`src/rtl/mips_pkg.sv`:
```
// Shared MIPS datapath definitions: load-size encoding, write-back FSM
// states and common widths/constants.
package mips_pkg;

    localparam int          DATA_W   = 32;
    localparam logic [4:0]  REG_ZERO = 5'd0;

    // Encoding 2'd3 is reserved and handled as a word load.
    typedef enum logic [1:0] {
        LD_BYTE = 2'd0,
        LD_HALF = 2'd1,
        LD_WORD = 2'd2
    } ld_size_t;

    typedef enum logic {
        IDLE      = 1'b0,
        WAIT_LOAD = 1'b1
    } wb_state_t;

endpackage

```
`src/rtl/wb_result_stage_if.sv`:
```
// Write-back stage bus bundle.
//   in_*   : EX/MEM instruction handshake (in_ready flows back upstream)
//   mem_*  : data-memory read return
//   rf_*   : register-file write port
//   fwd_*  : forwarding tap to the ALU operand muxes (mirror of rf_*)
// master = upstream/memory side, slave = the write-back stage.
interface wb_result_stage_if;
    import mips_pkg::*;

    logic              in_valid;
    logic              in_ready;
    logic              in_flush;
    logic [DATA_W-1:0] in_alu_result;
    logic [4:0]        in_rd;
    logic              in_reg_write;
    logic              in_mem_to_reg;
    logic [1:0]        in_ld_size;
    logic              in_ld_unsigned;
    logic [DATA_W-1:0] mem_rdata;
    logic              mem_rvalid;
    logic              rf_we;
    logic [4:0]        rf_waddr;
    logic [DATA_W-1:0] rf_wdata;
    logic              fwd_valid;
    logic [4:0]        fwd_rd;
    logic [DATA_W-1:0] fwd_data;

    modport master (
        output in_valid, in_flush, in_alu_result, in_rd, in_reg_write,
               in_mem_to_reg, in_ld_size, in_ld_unsigned, mem_rdata, mem_rvalid,
        input  in_ready, rf_we, rf_waddr, rf_wdata, fwd_valid, fwd_rd, fwd_data
    );

    modport slave (
        input  in_valid, in_flush, in_alu_result, in_rd, in_reg_write,
               in_mem_to_reg, in_ld_size, in_ld_unsigned, mem_rdata, mem_rvalid,
        output in_ready, rf_we, rf_waddr, rf_wdata, fwd_valid, fwd_rd, fwd_data
    );

endinterface

```
`src/rtl/wb_result_stage_load_extract.sv`:
```
// Combinational load data extraction for a big-endian (MIPS) memory.
//   rdata       : aligned 32-bit read word
//   size        : LD_BYTE / LD_HALF / LD_WORD (reserved code = word)
//   offset      : address bits [1:0]
//   is_unsigned : zero-extend instead of sign-extend
//   result      : extended load value
module load_extract
    import mips_pkg::*;
(
    input  logic [DATA_W-1:0] rdata,
    input  logic [1:0]        size,
    input  logic [1:0]        offset,
    input  logic              is_unsigned,
    output logic [DATA_W-1:0] result
);

    logic [7:0]  byte_sel;
    logic [15:0] half_sel;

    always_comb begin
        // Byte offset 0 lives in the most significant lane.
        case (offset)
            2'd0:    byte_sel = rdata[31:24];
            2'd1:    byte_sel = rdata[23:16];
            2'd2:    byte_sel = rdata[15:8];
            default: byte_sel = rdata[7:0];
        endcase

        half_sel = offset[1] ? rdata[15:0] : rdata[31:16];

        case (size)
            LD_BYTE: result = {{24{~is_unsigned & byte_sel[7]}}, byte_sel};
            LD_HALF: result = {{16{~is_unsigned & half_sel[15]}}, half_sel};
            default: result = rdata;
        endcase
    end

endmodule

```
`src/rtl/wb_result_stage.sv`:
```
// Write-back stage: selects ALU result or extracted load data, drives the
// register-file write port and forwarding tap, and stalls upstream while a
// load is outstanding (abandoned after TIMEOUT cycles, flagged sticky).
//   clk, rst_n  : clock, synchronous active-low reset
//   bus         : wb_result_stage_if.slave (in_*, mem_*, rf_*, fwd_*)
//   err_timeout : sticky load-timeout flag
//   retired     : count of completed, non-flushed instructions
module wb_result_stage
    import mips_pkg::*;
#(
    parameter int TIMEOUT = 16,
    parameter int CNT_W   = 32
) (
    input  logic               clk,
    input  logic               rst_n,
    wb_result_stage_if.slave   bus,
    output logic               err_timeout,
    output logic [CNT_W-1:0]   retired
);

    localparam logic [7:0] WAIT_LAST = 8'(TIMEOUT - 1);

    wb_state_t         state, state_nxt;
    logic [7:0]        wait_cnt, wait_cnt_nxt;

    logic [4:0]        p_rd;
    logic              p_reg_write;
    logic [1:0]        p_size;
    logic              p_unsigned;
    logic [1:0]        p_offset;

    logic              accept;
    logic              wr_fire;
    logic              wr_load;
    logic              wr_en_raw;
    logic [4:0]        wr_rd;
    logic              capture;
    logic              timeout_hit;

    logic [1:0]        ex_size;
    logic [1:0]        ex_offset;
    logic              ex_unsigned;
    logic [DATA_W-1:0] ex_result;

    logic              rf_we_q;
    logic [4:0]        rf_waddr_q;
    logic [DATA_W-1:0] rf_wdata_q;

    assign accept = bus.in_valid & ~bus.in_flush & (state == IDLE);

    always_comb begin
        state_nxt    = state;
        wait_cnt_nxt = wait_cnt;
        wr_fire      = 1'b0;
        wr_load      = 1'b0;
        wr_rd        = bus.in_rd;
        wr_en_raw    = bus.in_reg_write;
        capture      = 1'b0;
        timeout_hit  = 1'b0;
        case (state)
            IDLE: begin
                if (accept) begin
                    if (!bus.in_mem_to_reg) begin
                        wr_fire = 1'b1;
                    end else if (bus.mem_rvalid) begin
                        wr_fire = 1'b1;
                        wr_load = 1'b1;
                    end else begin
                        capture      = 1'b1;
                        wait_cnt_nxt = 8'd0;
                        state_nxt    = WAIT_LOAD;
                    end
                end
            end
            WAIT_LOAD: begin
                wr_rd     = p_rd;
                wr_en_raw = p_reg_write;
                if (bus.in_flush) begin
                    state_nxt    = IDLE;
                    wait_cnt_nxt = 8'd0;
                end else if (bus.mem_rvalid) begin
                    wr_fire      = 1'b1;
                    wr_load      = 1'b1;
                    state_nxt    = IDLE;
                    wait_cnt_nxt = 8'd0;
                end else if (wait_cnt == WAIT_LAST) begin
                    timeout_hit  = 1'b1;
                    state_nxt    = IDLE;
                    wait_cnt_nxt = 8'd0;
                end else begin
                    wait_cnt_nxt = wait_cnt + 8'd1;
                end
            end
            default: state_nxt = IDLE;
        endcase
    end

    // Same-cycle loads use the live inputs; delayed loads use the captured copy.
    assign ex_size     = (state == WAIT_LOAD) ? p_size     : bus.in_ld_size;
    assign ex_offset   = (state == WAIT_LOAD) ? p_offset   : bus.in_alu_result[1:0];
    assign ex_unsigned = (state == WAIT_LOAD) ? p_unsigned : bus.in_ld_unsigned;

    load_extract u_load_extract (
        .rdata       (bus.mem_rdata),
        .size        (ex_size),
        .offset      (ex_offset),
        .is_unsigned (ex_unsigned),
        .result      (ex_result)
    );

    always_ff @(posedge clk) begin
        if (!rst_n) begin
            state       <= IDLE;
            wait_cnt    <= 8'd0;
            p_rd        <= '0;
            p_reg_write <= 1'b0;
            p_size      <= '0;
            p_unsigned  <= 1'b0;
            p_offset    <= '0;
            rf_we_q     <= 1'b0;
            rf_waddr_q  <= '0;
            rf_wdata_q  <= '0;
            err_timeout <= 1'b0;
            retired     <= '0;
        end else begin
            state    <= state_nxt;
            wait_cnt <= wait_cnt_nxt;
            if (capture) begin
                p_rd        <= bus.in_rd;
                p_reg_write <= bus.in_reg_write;
                p_size      <= bus.in_ld_size;
                p_unsigned  <= bus.in_ld_unsigned;
                p_offset    <= bus.in_alu_result[1:0];
            end
            // $zero is never written, but the instruction still retires.
            rf_we_q <= wr_fire & wr_en_raw & (wr_rd != REG_ZERO);
            if (wr_fire) begin
                rf_waddr_q <= wr_rd;
                rf_wdata_q <= wr_load ? ex_result : bus.in_alu_result;
                retired    <= retired + CNT_W'(1);
            end
            if (timeout_hit) err_timeout <= 1'b1;
        end
    end

    assign bus.in_ready  = (state == IDLE);
    assign bus.rf_we     = rf_we_q;
    assign bus.rf_waddr  = rf_waddr_q;
    assign bus.rf_wdata  = rf_wdata_q;
    assign bus.fwd_valid = rf_we_q;
    assign bus.fwd_rd    = rf_waddr_q;
    assign bus.fwd_data  = rf_wdata_q;

endmodule

```
`src/flat_wrapper.sv`:
```
// flat-port wrapper written by rule: the top's interface ports become plain ports
module wb_result_stage_flat import mips_pkg::*;
#(
    parameter int TIMEOUT = 16,
    parameter int CNT_W   = 32
)
  (clk, rst_n, err_timeout, retired, bus_in_valid, bus_in_flush, bus_in_alu_result, bus_in_rd, bus_in_reg_write, bus_in_mem_to_reg, bus_in_ld_size, bus_in_ld_unsigned, bus_mem_rdata, bus_mem_rvalid, bus_in_ready, bus_rf_we, bus_rf_waddr, bus_rf_wdata, bus_fwd_valid, bus_fwd_rd, bus_fwd_data);
  wb_result_stage_if bus_i ();
  input  logic clk;
  input  logic rst_n;
  output logic err_timeout;
  output logic [CNT_W-1:0] retired;
  input wire logic [$bits(bus_i.in_valid)-1:0] bus_in_valid;
  input wire logic [$bits(bus_i.in_flush)-1:0] bus_in_flush;
  input wire logic [$bits(bus_i.in_alu_result)-1:0] bus_in_alu_result;
  input wire logic [$bits(bus_i.in_rd)-1:0] bus_in_rd;
  input wire logic [$bits(bus_i.in_reg_write)-1:0] bus_in_reg_write;
  input wire logic [$bits(bus_i.in_mem_to_reg)-1:0] bus_in_mem_to_reg;
  input wire logic [$bits(bus_i.in_ld_size)-1:0] bus_in_ld_size;
  input wire logic [$bits(bus_i.in_ld_unsigned)-1:0] bus_in_ld_unsigned;
  input wire logic [$bits(bus_i.mem_rdata)-1:0] bus_mem_rdata;
  input wire logic [$bits(bus_i.mem_rvalid)-1:0] bus_mem_rvalid;
  output wire logic [$bits(bus_i.in_ready)-1:0] bus_in_ready;
  output wire logic [$bits(bus_i.rf_we)-1:0] bus_rf_we;
  output wire logic [$bits(bus_i.rf_waddr)-1:0] bus_rf_waddr;
  output wire logic [$bits(bus_i.rf_wdata)-1:0] bus_rf_wdata;
  output wire logic [$bits(bus_i.fwd_valid)-1:0] bus_fwd_valid;
  output wire logic [$bits(bus_i.fwd_rd)-1:0] bus_fwd_rd;
  output wire logic [$bits(bus_i.fwd_data)-1:0] bus_fwd_data;
  assign bus_i.in_valid = bus_in_valid;
  assign bus_i.in_flush = bus_in_flush;
  assign bus_i.in_alu_result = bus_in_alu_result;
  assign bus_i.in_rd = bus_in_rd;
  assign bus_i.in_reg_write = bus_in_reg_write;
  assign bus_i.in_mem_to_reg = bus_in_mem_to_reg;
  assign bus_i.in_ld_size = bus_in_ld_size;
  assign bus_i.in_ld_unsigned = bus_in_ld_unsigned;
  assign bus_i.mem_rdata = bus_mem_rdata;
  assign bus_i.mem_rvalid = bus_mem_rvalid;
  assign bus_in_ready = bus_i.in_ready;
  assign bus_rf_we = bus_i.rf_we;
  assign bus_rf_waddr = bus_i.rf_waddr;
  assign bus_rf_wdata = bus_i.rf_wdata;
  assign bus_fwd_valid = bus_i.fwd_valid;
  assign bus_fwd_rd = bus_i.fwd_rd;
  assign bus_fwd_data = bus_i.fwd_data;
  wb_result_stage #(.TIMEOUT(TIMEOUT), .CNT_W(CNT_W)) u_core (.clk(clk), .rst_n(rst_n), .bus(bus_i), .err_timeout(err_timeout), .retired(retired));
endmodule
```
`config.mk`:
```
export PLATFORM = sky130hd
export DESIGN_NAME = wb_result_stage_flat
export DESIGN_NICKNAME = d
export VERILOG_FILES = /design/src/rtl/mips_pkg.sv /design/src/rtl/wb_result_stage_if.sv /design/src/rtl/wb_result_stage_load_extract.sv /design/src/rtl/wb_result_stage.sv /design/src/flat_wrapper.sv
export SDC_FILE = /design/constraint.sdc
export NUM_CORES = 1
export LEC_CHECK = 0
export CAP_MARGIN = 20
export CORE_MARGIN = 2
export CORE_UTILIZATION = 44
export DETAILED_ROUTE_END_ITERATION = 10
export PLACE_DENSITY_LB_ADDON = 0.3
export SYNTH_ARGS = -nofsm -noshare
export SYNTH_HDL_FRONTEND = slang
export SYNTH_SLANG_ARGS = --single-unit
```
`constraint.sdc`:
```
create_clock -name clk -period 2.7 [get_ports clk]
set_clock_uncertainty 0.05 [all_clocks]
set_input_delay 0.54 -clock clk [delete_from_list [all_inputs] [get_ports clk]]
set_output_delay 0.54 -clock clk [all_outputs]
set_load 0.02 [all_outputs]
```
Word level (Yosys, flattened, before mapping)
Index checks and enable logic that the tools add are counted. Widths: inputs -> output; s select.

Add/sub/neg operators: 2. Eq/ne operators: 7. Mux-type cells: 36. Bitwise operators: 9. Reduce and logical (&&, ||, !) cells: 4.

Operators by type and width (number): $pmux 32 s2 (1); $mux 8 (6); $add 32x1->32 const B (1); $mux 32 (1); $pmux 8 s3 (1); $mux 1 (19); $mux 16 (1); $pmux 8 s2 (1); $add 8x1->8 const B (1); $eq 8x4->1 const B (1); $and 1x1->1 (6); $pmux 1 s2 (3); $mux 5 (1); $reduce_bool 5->1 (1); $eq 2x1->1 const B (2); $logic_not 2->1 (2); $mux 2 (2); $ne 2x2->1 const B (2); $not 1->1 (3); $reduce_and 3->1 (1); $eq 2x2->1 const B (1); $ne 2x1->1 const B (1).

Flip-flop bits (word level): 91. Input bits: 79. Output and inout port bits: 110. Logic and storage cells: 70.

Logic depth before layout (Yosys ltp)
Gate-level depths: netlist of run 1.

Depth in word-level cells: 7. Depth in mapped cells: 7. Gate-level depth less buffers: 5.

Cells and area by module
Synthesis of run 1 repeated with hierarchy kept, for this count alone.

Cells, all modules: 605. Area, all modules: 5265.0 sq um.

Modules (own cells, without submodules): wb_result_stage (instances 1, cells each 498, area an instance 4478.0 sq um); load_extract (instances 1, cells each 107, area an instance 787.0 sq um).

Least setup slack after synthesis of run 1
Ideal clock, no wire load.

Path type: input-to-reg. Start point: input port bus_in_flush. End point: register u_core.retired[29]. Arrival: 1.904 ns. Data required time: 2.519 ns. Setup slack: 0.615 ns. Stages: 7. Path buffers: 3. Cell sequence: buf_2 o21bai_1 or3_1 buf_2 buf_2 o311ai_1 o41ai_1.

Longest elaborated chain between the ends: 5. Elaborated cells on any way between the ends: 6.

Ends and longest elaborated chain: start: declaration (line flat_wrapper.sv:14) `input wire logic [$bits(bus_i.in_flush)-1:0] bus_in_flush;`; $not 1->1 (line wb_result_stage.sv:49) `assign accept = bus.in_valid & ~bus.in_flush & (state == IDLE);`; $and 1x1->1 (2 in a row) (line wb_result_stage.sv:49); $mux 1 (line wb_result_stage.sv:62) `if (accept) begin`; $pmux 1 s2 (*) (line wb_result_stage.sv:60) `case (state)`; end signal: assignment (line wb_result_stage.sv:140) `retired <= retired + CNT_W'(1);`; end: declaration (line wb_result_stage.sv:18) `output logic [CNT_W-1:0] retired`.

Every way passes the cells marked *; elsewhere a longest branch is shown, timed or not. A chain may end at the register's enable or synchronous reset.

Worst setup path after layout of run 1
Start point: register u_core.state. End point: output port bus_in_ready.

Longest elaborated chain between the ends: 1.

Ends and longest elaborated chain: start: declaration (line wb_result_stage.sv:23) `wb_state_t state, state_nxt;`; start signal: assignment (line wb_result_stage.sv:126) `state <= state_nxt;`; $not 1->1 (line wb_result_stage.sv:146) `assign bus.in_ready = (state == IDLE);`; end: declaration (line flat_wrapper.sv:23) `output wire logic [$bits(bus_i.in_ready)-1:0] bus_in_ready;`.

No other way between the ends.

==> results of run 1 <==
==> synth_stat cells, types with 3 or more instances <==
| library cell | n | share of area |
|---|---|---|
| a211oi_1 | 7 | 0.011 |
| or3_1 | 7 | 0.0090 |
| o221ai_1 | 31 | 0.056 |
| a21oi_1 | 34 | 0.035 |
| buf_4 | 42 | 0.065 |
| a311oi_1 | 3 | 0.0054 |
| mux2i_1 | 22 | 0.045 |
| nand4_1 | 7 | 0.0090 |
| a22oi_1 | 9 | 0.014 |
| xnor2_1 | 4 | 0.0072 |
| nand3b_1 | 5 | 0.0077 |
| clkbuf_1 | 23 | 0.018 |
| inv_1 | 13 | 0.010 |
| o21ai_0 | 8 | 0.0083 |
| a31oi_1 | 19 | 0.025 |
| and3_1 | 3 | 0.0039 |
| a221oi_1 | 7 | 0.013 |
| o311ai_0 | 8 | 0.014 |
| or4_1 | 13 | 0.020 |
| o31ai_1 | 11 | 0.017 |
| xor2_1 | 3 | 0.0054 |
| nand2b_1 | 10 | 0.013 |
| nand3_1 | 20 | 0.021 |
| nand2_1 | 36 | 0.028 |
| nor2_1 | 34 | 0.026 |
| o41ai_1 | 9 | 0.016 |
| nor4_1 | 5 | 0.0065 |
| dfxtp_1 | 91 | 0.38 |
| buf_2 | 10 | 0.010 |
| mux2_2 | 11 | 0.026 |
==> sequential cells by signal, indices dropped and copies added (netlist names) <==
name and cells:
u_core.err_timeout 1, u_core.p_unsigned 1, u_core.retired 32, u_core.p_size 2
u_core.p_offset 2, u_core.p_reg_write 1, u_core.bus.fwd_valid 1, u_core.p_rd 5
u_core.wait_cnt 8, u_core.bus.fwd_data 32, u_core.state 1, u_core.bus.fwd_rd 5
==> routing by layer <==
| metal | routed length [µm] | global-route usage | vias to the layer above |
|---|---|---|---|
| li1 | - | - | 2342 |
| met4 | 515 | 0.125 | 0 |
| met1 | 5930 | 0.292 | 2324 |
| met5 | 0 | 0 | - |
| met2 | 7440 | 0.448 | 221 |
| met3 | 1130 | 0.0436 | 35 |
==> power groups by stage <==
stage	logic, mW	clock network [mW]	registers (mW)
3_3_place_gp	0.622	0	1.46
6_report	0.631	1.06	1.43
4_1_cts	0.632	1.08	1.43
3_5_place_dp	0.630	0	1.46
5_1_grt	0.674	1.15	1.43
2_1_floorplan	0.286	0	1.50
==> stage by stage <==
stage	cells	setup WS, ns	area [µm²]
after floorplan	544	0.615	4850
after global placement	817	0.171	6630
after detailed placement	817	0.0618	6630
after CTS	833	0.143	6860
after global routing	833	0.0384	6860
final	833	0.121	6860
==> final timing paths <==
| path | endpoint | from |
|---|---|---|
| hold / removal | u_core.retired[31] | u_core.retired[31] |
| setup / recovery | bus_in_ready | u_core.state |
| hold reg to reg | u_core.retired[31] | u_core.retired[31] |
| setup reg to reg | u_core.bus.fwd_data[6] | u_core.state |
==> tightest hold or removal path, delay by kind of cell, from the launching register on <==
kind          cells  cell delay, ns
simple gates      1            0.05
mux               1            0.05
flops             1            0.33
==> area by class of cell <==
class / instances / area share
Clock buffer: 13 / 0.0232
Clock inverter: 3 / 0.0100
Inverter: 13 / 0.00712
Multi-Input combinational cell: 362 / 0.368
Sequential cell: 91 / 0.266
Tap cell: 140 / 0.0255
Timing Repair Buffer: 211 / 0.301
==> placed cells by master, fill, tap and decap left out, types with 3 or more instances in the layout <==
| cell type | count |
|---|---|
| or3_1 | 7 |
| o311ai_0 | 8 |
| nand3b_1 | 5 |
| a21oi_1 | 34 |
| nand2_1 | 36 |
| or4_1 | 13 |
| clkbuf_8 | 11 |
| inv_1 | 13 |
| o31ai_1 | 11 |
| xor2_1 | 3 |
| dfxtp_1 | 91 |
| o21ai_0 | 8 |
| nor4_1 | 4 |
| nand4_1 | 7 |
| nand3_1 | 20 |
| o221ai_1 | 31 |
| and3_1 | 3 |
| clkdlybuf4s50_1 | 187 |
| a31oi_1 | 19 |
| buf_4 | 22 |
| nor2_1 | 33 |
| a22oi_1 | 9 |
| a211oi_1 | 7 |
| a221oi_1 | 7 |
| nand2b_1 | 10 |
| xnor2_1 | 4 |
| a311oi_1 | 3 |
| mux2_2 | 11 |
| mux2i_1 | 22 |
| o41ai_1 | 9 |
==> logic make-up (layout without fill, tap and decap cells) <==
| group | after synthesis | after routing | synth area share |
|---|---|---|---|
| fa+ha+maj | 2 | 2 | 0.00516 |
| buf+inv | 91 | 240 | 0.107 |
| mux | 35 | 35 | 0.0803 |
| compound gates | 163 | 163 | 0.249 |
| xor+xnor | 7 | 7 | 0.0126 |
| flops | 91 | 91 | 0.376 |
| simple gates | 155 | 155 | 0.171 |
==> impl_metrics.csv, run 1 <==
group,metric,value,unit
clock_network,insertion_delay,0.36,ns
setup_path,reg2reg_slack,0.30,ns
setup_path,end_kind,"output pin",
routing,drc,0,
layout,regArea,1820,µm²
timing,holdWs,0.429,ns
setup_path,crit_path_start_kind,"flop",
clock_network,cts_setup_buffers,0,
layout,multi_input_area,2520,µm²
global_route,grt_max_degree,36,
hold_path,worstHoldPathType,"reg -> reg",
flow_run,maxCapViolCount,0,
timing,fin_crit_sh,0.955,
floorplanning,die-area,11900,µm²
routing,wl_per_cell,18.0,µm
layout,drive_above_1_share,0.0909,
status,status,"completed",
layout,fin_util,0.635,
clock_network,cts.clk_slew.worst_paths,0.09,ns
setup_path,slowest_delay,0.69,ns
timing,min_period,2.58,ns
setup_path,worstPathMaxFanout,12,
timing,slew_violations,0,
timing,max_freq,388,MHz
yosys,syn-num-nets,625,
floorplanning,die_h,109,µm
timing,grt_setup_unrepaired,"false",
routing,via_per_inst,5.91,
floorplanning,core-area,10800,µm²
timing,slew_headroom,0.495,
clock_network,ctsHoldBuffers,0,
pwr,combPwrFrac,0.202,
yosys,synth.avg_cell_area,8.91,µm²
clock_network,post_cts_resized,0,
yosys,synth_cell_types,60,
floorplanning,row_count,38,
hold_path,hold_path_depth,2,
layout,synthToLayoutAreaGrowth,41.4,%
global_route,grt_usage,0.253,
floorplanning,ioPinCount,189,
yosys,seq_area_frac_synth,0.376,
pwr,power.total,3.12,mW
place,globalplace.congestion,0.830,
routing,num_vias,4922,
clock_network,cts_tree,"yes",
routing,first_pass_iters,5,
timing,finalSetupTns,0,ns
clock_network,cts_made_buffers,9,
setup_path,ff2ff_path_depth,5,
global_route,antenna_found_initial,0,
yosys,synth_area,4850,µm²
setup_path,required,2.11,ns
timing,worst_pin_slew,0.758,ns
routing,drt_iter0_drc,260,
global_route,grt_pass1_wl,23400,µm
yosys,ys_async_sr_fraction,0,
pwr,intPower,2.29,mW
clock_network,clockBufferDepth,2,
setup_path,critPathSlowestCell,"dfxtp_1",
place,hpwl,11200,µm
pwr,p_per_area,455,nW/µm²
layout,diodes,0,
layout,num-nets-final,769,
global_route,grt_pass1_vias,4727,
pwr,p_leak,2.30,nW
floorplanning,initial_core_util,0.449,
setup_path,crit_type,"reg -> out",
yosys,synth_top_flop_cell,"dfxtp_1",
layout,num-fill-cells,904,
global_route,grt_overflow,0,
routing,wl,15000,µm
pwr,power.switching,835,µW
pwr,p_clk_frac,0.341,
timing,hold_viol,0,
clock_network,cts_sinks,91,
pwr,p_sw_frac,0.268,
routing,postRouteAntennaNets,0,
setup_path,path_cells,"inv_1, clkdlybuf4s50_1",
clock_network,cts-root-buf,"clkbuf_8",
place,io_buffer_count,188,
setup_path,critPathTopFamily,"buffers and inverters",
timing,setup_viol,0,
setup_path,crit_buf_inv,2,
yosys,yosysWarnings,0,
clock_network,cts.htree.levels,3,
floorplanning,die-width,109,µm
pwr,ir_worst_vdd,0.306,mV
setup_path,cp.arrival,1.99,ns
yosys,synth_seq_cells,91,
yosys,synth_edf_count,0,
pwr,sequentialPowerShare,0.457,
yosys,syn_inst,544,
setup_path,cp_num_cells,2,
No activity file was read; power rests on OpenSTA's default activity.
==> inputs of run 2 (changes only) <==
--- a/config.mk
+++ b/config.mk
@@ -5,9 +5,10 @@
 export SDC_FILE = /design/constraint.sdc
 export NUM_CORES = 1
 export LEC_CHECK = 0
+export ABC_AREA = 1
 export CAP_MARGIN = 20
 export CORE_MARGIN = 2
-export CORE_UTILIZATION = 44
+export CORE_UTILIZATION = 47
 export DETAILED_ROUTE_END_ITERATION = 10
 export PLACE_DENSITY_LB_ADDON = 0.3
 export SYNTH_ARGS = -nofsm -noshare
==> run 2 against run 1 <==
Register-to-register slack gained 0.24 ns. Largest cell class unchanged. Highest routed layer unchanged. First-iteration DRC count grew 29%. Critical path type unchanged. Utilization grew 0.58 points.
==> impl_metrics.csv, run 2 <==
group,metric,value,unit
status,status,"completed",
timing,finalSetupTns,0,ns
yosys,syn_inst,904,
timing,min_period,2.29,ns
layout,fin_util,0.641,
layout,layout_common_cells,"306 x nand2_1, 187 x clkdlybuf4s50_1, 91 x dfxtp_1",
setup_path,critPathSlowestCell,"clkdlybuf4s50_1",
clock_network,post_cts_resized,0,
global_route,grt_usage,0.243,
setup_path,end_kind,"output pin",
routing,num_vias,6045,
yosys,synth.avg_cell_area,6.27,µm²
routing,drt_iter0_drc,335,
timing,max_freq,437,MHz
timing,slew_violations,0,
clock_network,cts-root-buf,"clkbuf_16",
yosys,synth_cell_types,43,
routing,postRouteAntennaNets,0,
setup_path,cp.arrival,1.70,ns
clock_network,cts_tree,"yes",
setup_path,path_cells,"inv_2, clkdlybuf4s50_1",
layout,diodes,0,
yosys,yosys-top-cells-count,"306 x nand2_1, 91 x dfxtp_1, 74 x inv_1, 74 x nor2_1, 69 x a21oi_1",
setup_path,crit_path_start_kind,"flop",
yosys,netlist.area_leader.share,0.321,
yosys,synth_top_flop_cell,"dfxtp_1",
pwr,ir_worst_vdd,0.357,mV
global_route,grt_overflow,0,
layout,num-nets-final,1119,
layout,synthToLayoutAreaGrowth,34.7,%
place,hpwl,12000,µm
timing,hold_viol,0,
clock_network,cts_sinks,91,
pwr,p_leak,3.14,nW
clock_network,cts_made_buffers,9,
global_route,grt_pass1_wl,25500,µm
timing,worst_pin_slew,0.797,ns
place,globalplace.congestion,0.955,
clock_network,clockBufferDepth,2,
clock_network,insertion_delay,0.34,ns
setup_path,crit_type,"reg -> out",
clock_network,cts.htree.levels,3,
floorplanning,row_count,40,
floorplanning,core-area,11900,µm²
timing,slew_headroom,0.468,
yosys,syn-num-nets,985,
layout,drive_above_1_share,0.0518,
timing,setup_viol,0,
yosys,ys_async_sr_fraction,0,
pwr,p_per_area,446,nW/µm²
timing,grt_setup_unrepaired,"false",
yosys,yosysWarnings,0,
yosys,synth_seq_cells,91,
global_route,antenna_found_initial,0,
floorplanning,die_h,114,µm
timing,fin_crit_sh,0.848,
yosys,synth_edf_count,0,
setup_path,required,2.11,ns
floorplanning,die-width,114,µm
routing,drc,0,
clock_network,ctsHoldBuffers,0,
yosys,synth_area,5670,µm²
floorplanning,initial_core_util,0.476,
floorplanning,ioPinCount,189,
yosys,synth_most_common_cell,"nand2_1",
routing,wl,15900,µm
clock_network,cts.clk_slew.worst_paths,0.07,ns
flow_run,maxCapViolCount,0,
yosys,yosys-top-cells-area,"dfxtp_1 32%, nand2_1 20%, buf_4 6.2%",
global_route,grt_max_degree,61,
layout,layout_commonest_cell,"nand2_1",
routing,first_pass_iters,5,
global_route,grt_pass1_vias,5451,
floorplanning,die-area,13000,µm²
routing,via_per_inst,5.08,
hold_path,worstHoldPathType,"reg -> reg",
yosys,yosysTopAreaCell,"dfxtp_1",
clock_network,cts_setup_buffers,0,
setup_path,worstPathMaxFanout,13,
routing,wl_per_cell,13.4,µm
place,io_buffer_count,188,
setup_path,slowest_delay,0.67,ns
yosys,seq_area_frac_synth,0.321,
## run 2: cell count changes after synthesis, moves of 11 or more
cell	delta
o31ai_1	-11
inv_1	+61
nand3_1	+37
nand2_1	+270
mux2_2	-11
o21ai_0	+53
a31oi_1	-13
mux2i_1	-22
or4_1	-13
a21oi_1	+35
o221ai_1	-31
nor2_1	+40
## run 2: logic make-up after synthesis
group	synth area share
buffers and inverters	0.141
adders and majority gates	0.00441
AOI/OAI and AO/OA	0.152
xor gates and xnor gates	0.00772
and+or+nand+nor	0.373
DFF	0.321
## run 2: report_power, final
part | internal (mW) | switching (mW) | total [mW]
Combinational | 0.332 | 0.367 | 0.699
Sequential | 1.39 | 0.0384 | 1.43
Clock | 0.739 | 0.541 | 1.28
## run 2: final timing paths
| path | from | end | slack, ns | depth (start not counted) |
|---|---|---|---|---|
| max | u_core.state | bus_in_ready | 0.41 | 2 |
| min | u_core.p_rd[2] | u_core.p_rd[2] | 0.40 | 2 |
| max reg2reg | u_core.state | u_core.bus.fwd_data[10] | 0.54 | 8 |
| min reg2reg | u_core.p_rd[2] | u_core.p_rd[2] | 0.40 | 2 |
## run 2: worst max-delay path, delay by kind of cell, from the launching register on
| family | cells | cell delay (ns) |
|---|---|---|
| buffers and inverters | 2 | 0.96 |
| DFF | 1 | 0.40 |
## run 2: metrics by stage
step | power, mW | instances | setup WS, ns | instance area, µm² | hold WS [ns]
after global placement | 2.15 | 1174 | 0.222 | 7340 | 0.391
after floorplan | 1.86 | 904 | 1.01 | 5670 | 0.375
final | 3.41 | 1189 | 0.410 | 7640 | 0.403
after global routing | 3.53 | 1189 | 0.309 | 7640 | 0.424
after CTS | 3.42 | 1189 | 0.397 | 7640 | 0.406
after detailed placement | 2.16 | 1174 | 0.199 | 7340 | 0.396
## run 2: area by class of cell
cell class,instances,area (µm²)
sequential,91,1820
inverter,79,298
timing repair buffer,200,1990
tap,147,184
clock inverter,4,51.3
fill,1129,4280
clock buffer,11,243
multi-input combinational,657,3050
## run 2: per-layer routing
metal  routed length, µm  GRT usage
met5                   0          0
met4                 261     0.0724
met2                7630      0.429
met3                1150     0.0510
met1                6860      0.298
